==> src/rtl/bank_loader_if.sv <==
// ============================================================================
// Module      : bank_loader_if
// Description : Stream-in, bank-write and status signals of bank_loader.
// Revision    : 1.0 - initial release
// ============================================================================
`default_nettype none

interface bank_loader_if #(
    parameter int IN_W  = 32,
    parameter int LANES = 4
);
    logic                  start;
    logic [6:0]            start_addr;
    logic [IN_W-1:0]       s_data;
    logic                  s_valid;
    logic                  s_last;
    logic                  s_ready;
    logic [IN_W*LANES-1:0] vsi_inputData;
    logic [6:0]            vsi_inputAddr;
    logic                  vsi_inputChipSelect;
    logic                  busy;
    logic                  done;
    logic [7:0]            lines_written;
    logic                  overflow;

    // Stream source / controller side
    modport master (
        output start, start_addr, s_data, s_valid, s_last,
        input  s_ready, vsi_inputData, vsi_inputAddr, vsi_inputChipSelect,
        input  busy, done, lines_written, overflow
    );

    // Loader side
    modport slave (
        input  start, start_addr, s_data, s_valid, s_last,
        output s_ready, vsi_inputData, vsi_inputAddr, vsi_inputChipSelect,
        output busy, done, lines_written, overflow
    );
endinterface

`default_nettype wire

==> src/rtl/bank_loader.sv <==
// ============================================================================
// Module      : bank_loader
// Description : Packs LANES stream words into one bank line per write.
//               Define BANK_LOADER_WRAP_EN to wrap the address past 127.
// Revision    : 1.0 - initial release
// ============================================================================
`default_nettype none

module bank_loader #(
    parameter int IN_W  = 32,
    parameter int LANES = 4
) (
    input  wire logic    vsi_clk,
    input  wire logic    vsi_reset_n,
    bank_loader_if.slave bus
);
    localparam int LANE_W = (LANES > 1) ? $clog2(LANES) : 1;
    localparam int LINE_W = IN_W * LANES;
    localparam int ADDR_W = 7;
    localparam logic [LANE_W-1:0] LAST_LANE = LANE_W'(LANES - 1);

    typedef enum logic [2:0] {
        IDLE  = 3'd0,
        FILL  = 3'd1,
        WRITE = 3'd2,
        DONE  = 3'd3,
        HALT  = 3'd4
    } state_t;

    state_t              r_state;
    logic [ADDR_W-1:0]   r_addr;
    logic [LANE_W-1:0]   r_lane;
    logic [LINE_W-1:0]   r_line_buf;
    logic [LINE_W-1:0]   r_line_out;
    logic                r_line_last;
    logic                r_chip_sel;
    logic                r_ready;
    logic                r_busy;
    logic                r_done;
    logic [7:0]          r_count;
    logic                r_overflow;

    logic [LINE_W-1:0]   w_line_merged;
    logic                w_accept;

    assign w_accept = bus.s_valid && r_ready;

    always_comb begin
        w_line_merged = r_line_buf;
        w_line_merged[r_lane*IN_W +: IN_W] = bus.s_data;
    end

    always_ff @(posedge vsi_clk or negedge vsi_reset_n) begin
        if (!vsi_reset_n) begin
            r_state     <= IDLE;
            r_addr      <= '0;
            r_lane      <= '0;
            r_line_buf  <= '0;
            r_line_out  <= '0;
            r_line_last <= 1'b0;
            r_chip_sel  <= 1'b0;
            r_ready     <= 1'b0;
            r_busy      <= 1'b0;
            r_done      <= 1'b0;
            r_count     <= '0;
            r_overflow  <= 1'b0;
        end else begin
            case (r_state)
                IDLE, HALT: begin
                    if (bus.start) begin
                        r_state    <= FILL;
                        r_addr     <= bus.start_addr;
                        r_lane     <= '0;
                        r_line_buf <= '0;
                        r_count    <= '0;
                        r_ready    <= 1'b1;
                        r_busy     <= 1'b1;
                        r_overflow <= 1'b0;
                    end
                end
                FILL: begin
                    if (w_accept) begin
                        // Final lane or end of stream: hand the line to the bank next cycle
                        if (r_lane == LAST_LANE || bus.s_last) begin
                            r_state     <= WRITE;
                            r_line_out  <= w_line_merged;
                            r_line_buf  <= '0;
                            r_line_last <= bus.s_last;
                            r_chip_sel  <= 1'b1;
                            r_ready     <= 1'b0;
                        end else begin
                            r_line_buf <= w_line_merged;
                            r_lane     <= r_lane + 1'b1;
                        end
                    end
                end
                WRITE: begin
                    r_chip_sel <= 1'b0;
                    r_line_out <= '0;
                    r_lane     <= '0;
                    r_line_buf <= '0;
                    if (r_count != 8'hFF) begin
                        r_count <= r_count + 8'd1;
                    end
                    if (r_line_last) begin
                        r_state <= DONE;
                        r_addr  <= r_addr + 1'b1;
                        r_done  <= 1'b1;
                    end else begin
`ifdef BANK_LOADER_WRAP_EN
                        r_state <= FILL;
                        r_addr  <= r_addr + 1'b1;
                        r_ready <= 1'b1;
`else
                        if (r_addr == '1) begin
                            r_state    <= HALT;
                            r_overflow <= 1'b1;
                        end else begin
                            r_state <= FILL;
                            r_addr  <= r_addr + 1'b1;
                            r_ready <= 1'b1;
                        end
`endif
                    end
                end
                DONE: begin
                    r_state <= IDLE;
                    r_done  <= 1'b0;
                    r_busy  <= 1'b0;
                end
                default: begin
                    r_state <= IDLE;
                    r_ready <= 1'b0;
                    r_busy  <= 1'b0;
                end
            endcase
        end
    end

    assign bus.s_ready             = r_ready;
    assign bus.vsi_inputData       = r_line_out;
    assign bus.vsi_inputAddr       = r_addr;
    assign bus.vsi_inputChipSelect = r_chip_sel;
    assign bus.busy                = r_busy;
    assign bus.done                = r_done;
    assign bus.lines_written       = r_count;
    assign bus.overflow            = r_overflow;

endmodule

`default_nettype wire

==> src/flat_wrapper.sv <==
// flat-port wrapper written by rule: the top's interface ports become plain ports
module bank_loader_flat 
#(
    parameter int IN_W  = 32,
    parameter int LANES = 4
)
  (vsi_clk, vsi_reset_n, bus_start, bus_start_addr, bus_s_data, bus_s_valid, bus_s_last, bus_s_ready, bus_vsi_inputData, bus_vsi_inputAddr, bus_vsi_inputChipSelect, bus_busy, bus_done, bus_lines_written, bus_overflow);
  bank_loader_if #(.IN_W(IN_W), .LANES(LANES)) bus_i ();
  input  wire logic vsi_clk;
  input  wire logic vsi_reset_n;
  input wire logic [$bits(bus_i.start)-1:0] bus_start;
  input wire logic [$bits(bus_i.start_addr)-1:0] bus_start_addr;
  input wire logic [$bits(bus_i.s_data)-1:0] bus_s_data;
  input wire logic [$bits(bus_i.s_valid)-1:0] bus_s_valid;
  input wire logic [$bits(bus_i.s_last)-1:0] bus_s_last;
  output wire logic [$bits(bus_i.s_ready)-1:0] bus_s_ready;
  output wire logic [$bits(bus_i.vsi_inputData)-1:0] bus_vsi_inputData;
  output wire logic [$bits(bus_i.vsi_inputAddr)-1:0] bus_vsi_inputAddr;
  output wire logic [$bits(bus_i.vsi_inputChipSelect)-1:0] bus_vsi_inputChipSelect;
  output wire logic [$bits(bus_i.busy)-1:0] bus_busy;
  output wire logic [$bits(bus_i.done)-1:0] bus_done;
  output wire logic [$bits(bus_i.lines_written)-1:0] bus_lines_written;
  output wire logic [$bits(bus_i.overflow)-1:0] bus_overflow;
  assign bus_i.start = bus_start;
  assign bus_i.start_addr = bus_start_addr;
  assign bus_i.s_data = bus_s_data;
  assign bus_i.s_valid = bus_s_valid;
  assign bus_i.s_last = bus_s_last;
  assign bus_s_ready = bus_i.s_ready;
  assign bus_vsi_inputData = bus_i.vsi_inputData;
  assign bus_vsi_inputAddr = bus_i.vsi_inputAddr;
  assign bus_vsi_inputChipSelect = bus_i.vsi_inputChipSelect;
  assign bus_busy = bus_i.busy;
  assign bus_done = bus_i.done;
  assign bus_lines_written = bus_i.lines_written;
  assign bus_overflow = bus_i.overflow;
  bank_loader #(.IN_W(IN_W), .LANES(LANES)) u_core (.vsi_clk(vsi_clk), .vsi_reset_n(vsi_reset_n), .bus(bus_i));
endmodule
==> config.mk <==
export PLATFORM = sky130hd
export DESIGN_NAME = bank_loader_flat
export DESIGN_NICKNAME = d
export VERILOG_FILES = /design/src/rtl/bank_loader_if.sv /design/src/rtl/bank_loader.sv /design/src/flat_wrapper.sv
export SDC_FILE = /design/constraint.sdc
export NUM_CORES = 1
export LEC_CHECK = 0
export CAP_MARGIN = 25
export CORE_UTILIZATION = 45
export DETAILED_ROUTE_END_ITERATION = 16
export GPL_TIMING_DRIVEN = 0
export PLACE_DENSITY = 0.69
export SYNTH_ARGS = -nofsm -noshare
export SYNTH_HDL_FRONTEND = slang
export SYNTH_SLANG_ARGS = --single-unit
==> constraint.sdc <==
create_clock -name vsi_clk -period 2.5 [get_ports vsi_clk]
set_input_delay 0.625 -clock vsi_clk [delete_from_list [all_inputs] [get_ports vsi_clk]]
set_output_delay 0.625 -clock vsi_clk [all_outputs]
set_load 0.01 [all_outputs]
After elaboration in Yosys (flattened, before gate mapping)
Cells that the tools add are included.
Operators by class
  add/sub/neg operators: 4
  equal/unequal tests: 17
  shift operators: 2
  reduce and logical (&&, ||, !) cells: 20
  muxes and demuxes: 41
  bitwise gates (word level): 2
Operator list (count)
  two-way mux 128 bit: 5
  one-hot mux 128 bit (3 select lines): 1
  one-hot mux 128 bit (2 select lines): 1
  bitwise mux 128 bit: 1
  variable shift 32 x 34 -> 128 bit, first input constant: 1
  indexed part select 32 x 34 -> 128 bit: 1
  negator 7 -> 34 bit: 1
  two-way mux 7 bit: 3
  AND reduction 3 bit: 6
  two-way mux 8 bit: 2
  one-hot mux 8 bit (2 select lines): 1
  two-way mux 3 bit: 5
  one-hot mux 7 bit (2 select lines): 1
  two-way mux 1 bit: 11
  != test 2 x 1 -> 1 bit, second input constant: 5
  one-hot mux 3 bit (3 select lines): 1
  adder 8 x 1 -> 8 bit, second input constant: 1
  != test 2 bit, second input constant: 4
  != test 8 bit, second input constant: 1
  one-hot mux 1 bit (2 select lines): 4
  AND reduction 4 bit: 2
  adder 7 x 1 -> 7 bit, second input constant: 1
  equality test 7 bit, second input constant: 1
  equality test 3 x 2 -> 1 bit, second input constant: 2
  17 further kinds: 24
Word-level totals
  input bits: 44
  output and inout bits: 148
  bits in registers: 282
  word-level logic and storage cells: 98

Longest topological paths before layout
  depth after elaboration: 6
  depth in mapped cells: 8
  gate-level depth less buffers: 6

Worst setup path after synthesis
Ideal clock, no wire load.
  path kind: flip-flop to flip-flop
  start: register u_core.r_lane[0]
  end: register u_core.r_line_out[0] (netlist: u_core.bus.vsi_inputData[0])
  setup time: 0.130 ns
  setup slack: 0.525 ns
  arrival time: 1.846 ns
  stages on the path, launching flop included: 8
  path buffers: 2
  period minus slack after synthesis: 1.975 ns
  required time: 2.370 ns
  cells stage by stage: dfrtp_1 ha_1 nor2_1 nor2_1 nand2_1 clkbuf_1 clkbuf_1 o2bb2ai_1
On the way
  cells in the longest elaborated chain, start to end: 6
  elaborated cells between the ends (all ways): 11
  those cells by class: 1 x add/sub; 2 x eq/ne; 2 x shift; 4 x mux; 2 x reduce/logical
RTL lines
  from (decl): RTL line bank_loader.sv:32  | logic [LANE_W-1:0] r_lane;
  from (signal assigned): RTL line bank_loader.sv:93  | r_lane <= r_lane + 1'b1;
  negator 7 -> 34 bit: RTL line bank_loader.sv:50  | w_line_merged[r_lane*IN_W +: IN_W] = bus.s_data;
  indexed part select 32 x 34 -> 128 bit or variable shift 32 x 34 -> 128 bit (tied branches): RTL line bank_loader.sv:50
  bitwise mux 128 bit: RTL line bank_loader.sv:50
  two-way mux 128 bit: RTL line bank_loader.sv:84  | if (r_lane == LAST_LANE || bus.s_last) begin
  two-way mux 128 bit: RTL line bank_loader.sv:82  | if (w_accept) begin
  one-hot mux 128 bit (2 select lines): RTL line bank_loader.sv:68  | case (r_state)
  to (signal assigned): RTL line bank_loader.sv:86  | r_line_out <= w_line_merged;
  to (decl): RTL line bank_loader.sv:34  | logic [LINE_W-1:0] r_line_out;
Parallel ways exist; a longest one is shown, timed or not. The select of a mux whose other input is x is not followed.
A chain may end at the register's enable or synchronous reset.

Final worst setup path
  start: register u_core.r_lane[0]
  end: register u_core.r_line_out[87] (netlist: u_core.bus.vsi_inputData[87])
The elaborated chain is that of the path after synthesis.

==> flow_metrics.py <==
metrics = {
    "outcome": {
        "status": "complete, no violations",
    },
    "power_and_ir_drop": {
        "leakagePower_uw": 0.006589,
        "vdd_drop_max_uv": 476.3,
        "p_per_area_nw_per_um2": 968.5,
        "pwr-share-comb_pct": 33.1,
        "internal_power_uw": 9924,
        "total_power_uw": 15360,
        "p_switching_uw": 5437,
        "clockPowerShare_pct": 30.2,
        "p_sw_share_pct": 35.40,
        "power_frac_seq_pct": 36.7,
    },
    "layout": {
        "layout.nets": 1296,
        "n_antenna_cell": 0,
        "layout.cells.non_filler": 1609,
        "multi_input_area_um2": 4780,
        "nFillCells": 2144,
        "syn_to_final_growth_pct": 28.17,
        "seq_area_um2": 7058,
        "layout-drive-gt1-share_pct": 12.78,
    },
    "drt": {
        "postRouteAntennaNets": 0,
        "drt-vias-per-instance": 5.792,
        "totalWireLength_um": 34390,
        "remaining_drc_errors": 0,
        "first_pass_iters": 5,
        "vias": 9320,
        "drt_iter0_drc": 784,
        "wl_per_cell_um": 21.37,
    },
    "timing": {
        "worstMarginPinSlew_ps": 856.6,
        "finalCritPeriodShare_pct": 92.83,
        "fmax_mhz": 430.9,
        "grt_setup_unrepaired": "no",
        "period_needed_ps": 2321,
        "fin_worst_skew_ps": 14.57,
        "final.setup.tns_ps": 0,
        "relSlewSlack_pct": 42.77,
        "setup_ws_ps": 179.2,
        "finalHoldViolCount": 0,
        "setup_viol": 0,
        "drv_slew": 0,
    },
    "cts": {
        "cts_buffers": 30,
        "cts_tree": "built",
        "h-tree-depth": 1,
        "clockBufferDepth": 3,
        "cts.repair.resized": 14,
        "cts_sinks": 282,
        "clock-root-buffer": "clkbuf_16",
        "clkSlewWorstSetupHoldPaths_ps": 60,
        "clock_latency_ps": 550,
        "post-cts-setup-buffer-count": 0,
        "holdBufCountCts": 0,
    },
    "global_route": {
        "grt_max_degree": 110,
        "grt-ovfl-total": 0,
        "grt_usage_pct": 24.76,
        "antenna_found_initial": 0,
        "grt_pass1_wl_um": 54910,
        "grt_pass1_vias": 9594,
    },
    "placed_design": {
        "dp_hpwl_um": 23480,
        "dpl_worst_slack_ps": -704.3,
        "routabilityCongestion": 0.8395,
        "port_buffers": 191,
        "dp.cells": 1553,
    },
    "setup_path": {
        "cp_num_buf_inv": 3,
        "cp_common_cell": "inv_1",
        "cp_max_fo": 10,
        "cp-start-kind": "flop",
        "critPathTopFamily": "buffers and inverters",
        "worst_path_max_delay_cell": "nor4b_4",
        "critPathRequiredTime_ps": 2970,
        "path_class": "reg -> reg",
        "worstPathCellList": "inv_1, ha_1, inv_1, nor4b_4, clkbuf_2, a21oi_1, o2bb2ai_1",
        "slowest_delay_ps": 500,
        "cp-end-kind": "flop",
        "cp.arrival_ps": 2790,
    },
    "synth": {
        "seq_area_frac_synth_pct": 57.03,
        "ys_seq_elements": 282,
        "ys_types": 50,
        "synth_cells": 1019,
        "yosys.area.top_type_share_pct": 57.03,
        "yosysTopAreaCell": "dfrtp_1",
        "synth_area_um2": 12370,
        "synth_area_per_cell_um2": 12.14,
        "ys_warn_count": 0,
        "synth_edf_count": 0,
        "synth_top_flop_cell": "dfrtp_1",
        "yosysMostFrequentCell": "dfrtp_1",
        "synth_common_cells": "dfrtp_1, o2bb2ai_1, a21oi_1, nor2b_1, clkbuf_1",
        "synthTopCellsByArea": "dfrtp_1, o2bb2ai_1, nor2b_1",
        "async_flop_share_pct": 100.0,
        "syn-num-nets": 1071,
    },
    "hold_path": {
        "min_path_type": "in -> async",
    },
    "die": {
        "io-pin-count": 192,
        "die_x_um": 167.8,
        "fp.dieH_um": 167.8,
        "core_area_um2": 26950,
        "die-area_um2": 28170,
        "start_util_pct": 45.91,
        "rows": 60,
    },
    "flow_run": {
        "max_cap_viol_count": 0,
    },
}
-- final timing paths --
path                                             from                      endpoint  slack (ps)  cells past startpoint
worst max-delay path                 u_core.r_lane[0]  u_core.bus.vsi_inputData[87]         180                      7
worst min-delay path                      vsi_reset_n   u_core.bus.vsi_inputAddr[1]          60                      1
worst max register to register       u_core.r_lane[0]  u_core.bus.vsi_inputData[87]         180                      7
worst min register to register  u_core.r_line_buf[78]         u_core.r_line_buf[78]         480                      1
max in group asynchronous                 vsi_reset_n  u_core.bus.vsi_inputData[76]        1470                      2
min in group vsi_clk            u_core.r_line_buf[78]         u_core.r_line_buf[78]         480                      1
-- routing by layer --
layer | vias up | track usage, % | routed length [um]
met5 | - | 0 | 0
met4 | 0 | 5.943 | 581
li1 | 4266 | - | -
met2 | 265 | 38.35 | 15560
met1 | 4740 | 36.05 | 16270
met3 | 49 | 4.607 | 1980
-- placed cells by master (no fill, tap or decap), drive strengths merged, types with 4 or more instances in the layout --
| cell | synthesis | layout |
|---|---|---|
| a21oi | 146 | 146 |
| and3 | 7 | 7 |
| buf | 42 | 46 |
| clkbuf | 46 | 91 |
| clkdlybuf4s50 | 0 | 190 |
| clkinv | 0 | 7 |
| dfrtp | 282 | 282 |
| ha | 8 | 8 |
| inv | 5 | 5 |
| mux2 | 4 | 4 |
| nand2 | 13 | 13 |
| nand3 | 4 | 4 |
| nand3b | 4 | 4 |
| nor2 | 14 | 14 |
| nor2b | 130 | 130 |
| nor3 | 6 | 6 |
| o21ai | 12 | 12 |
| o2bb2ai | 256 | 256 |
-- power groups by stage --
stage	combinational, uW	sequential [uW]	clock (uW)
after CTS	5080	5620	4710
after global routing	5490	5700	4940
after floorplan	2850	5710	0
after detailed placement	5020	5690	0
after global placement	4940	5700	0
final	5080	5630	4640
-- through the flow --
| step | util [%] | cell area, um^2 | hold slack (ps) |
|---|---|---|---|
| detailed placement | 54.81 | 14770 | 466.2 |
| global route | 58.85 | 15860 | 103.4 |
| CTS | 58.78 | 15840 | 93.15 |
| finish | 58.85 | 15860 | 56.71 |
| floorplan | - | 12370 | 329.4 |
| global placement | 54.59 | 14710 | 462.6 |
-- cell type report --
cell class / count / area share (%)
inverters: 5 / 0.1183
multi-input cells: 644 / 30.14
clock buffers: 46 / 5.751
well taps: 341 / 2.690
plain buffers: 88 / 3.582
flip-flops and latches: 282 / 44.50
clock inverters: 10 / 0.7889
repair buffers: 193 / 12.43
-- cell families after synthesis --
group	count (synthesis)	synth area share [%]
muxes	7	0.6067
DFF	282	57.03
xor gates and xnor gates	1	0.07079
buffers and inverters	93	4.500
adders and majority gates	8	0.8089
AOI/OAI and AO/OA	435	27.46
and+or+nand+nor	193	9.525
-- registers in the layout (all words and copies together), names as in the netlist --
| register | flops |
|---|---|
| u_core.r_line_buf | 128 |
| u_core.r_line_last | 1 |
| u_core.bus.overflow | 1 |
| u_core.bus.vsi_inputAddr | 7 |
| u_core.r_lane | 2 |
| u_core.bus.s_ready | 1 |
| u_core.bus.vsi_inputChipSelect | 1 |
| u_core.bus.vsi_inputData | 128 |
| u_core.bus.lines_written | 8 |
| u_core.bus.done | 1 |
| u_core.bus.busy | 1 |
| u_core.r_state | 3 |
Power figures use the tool's default switching activity.
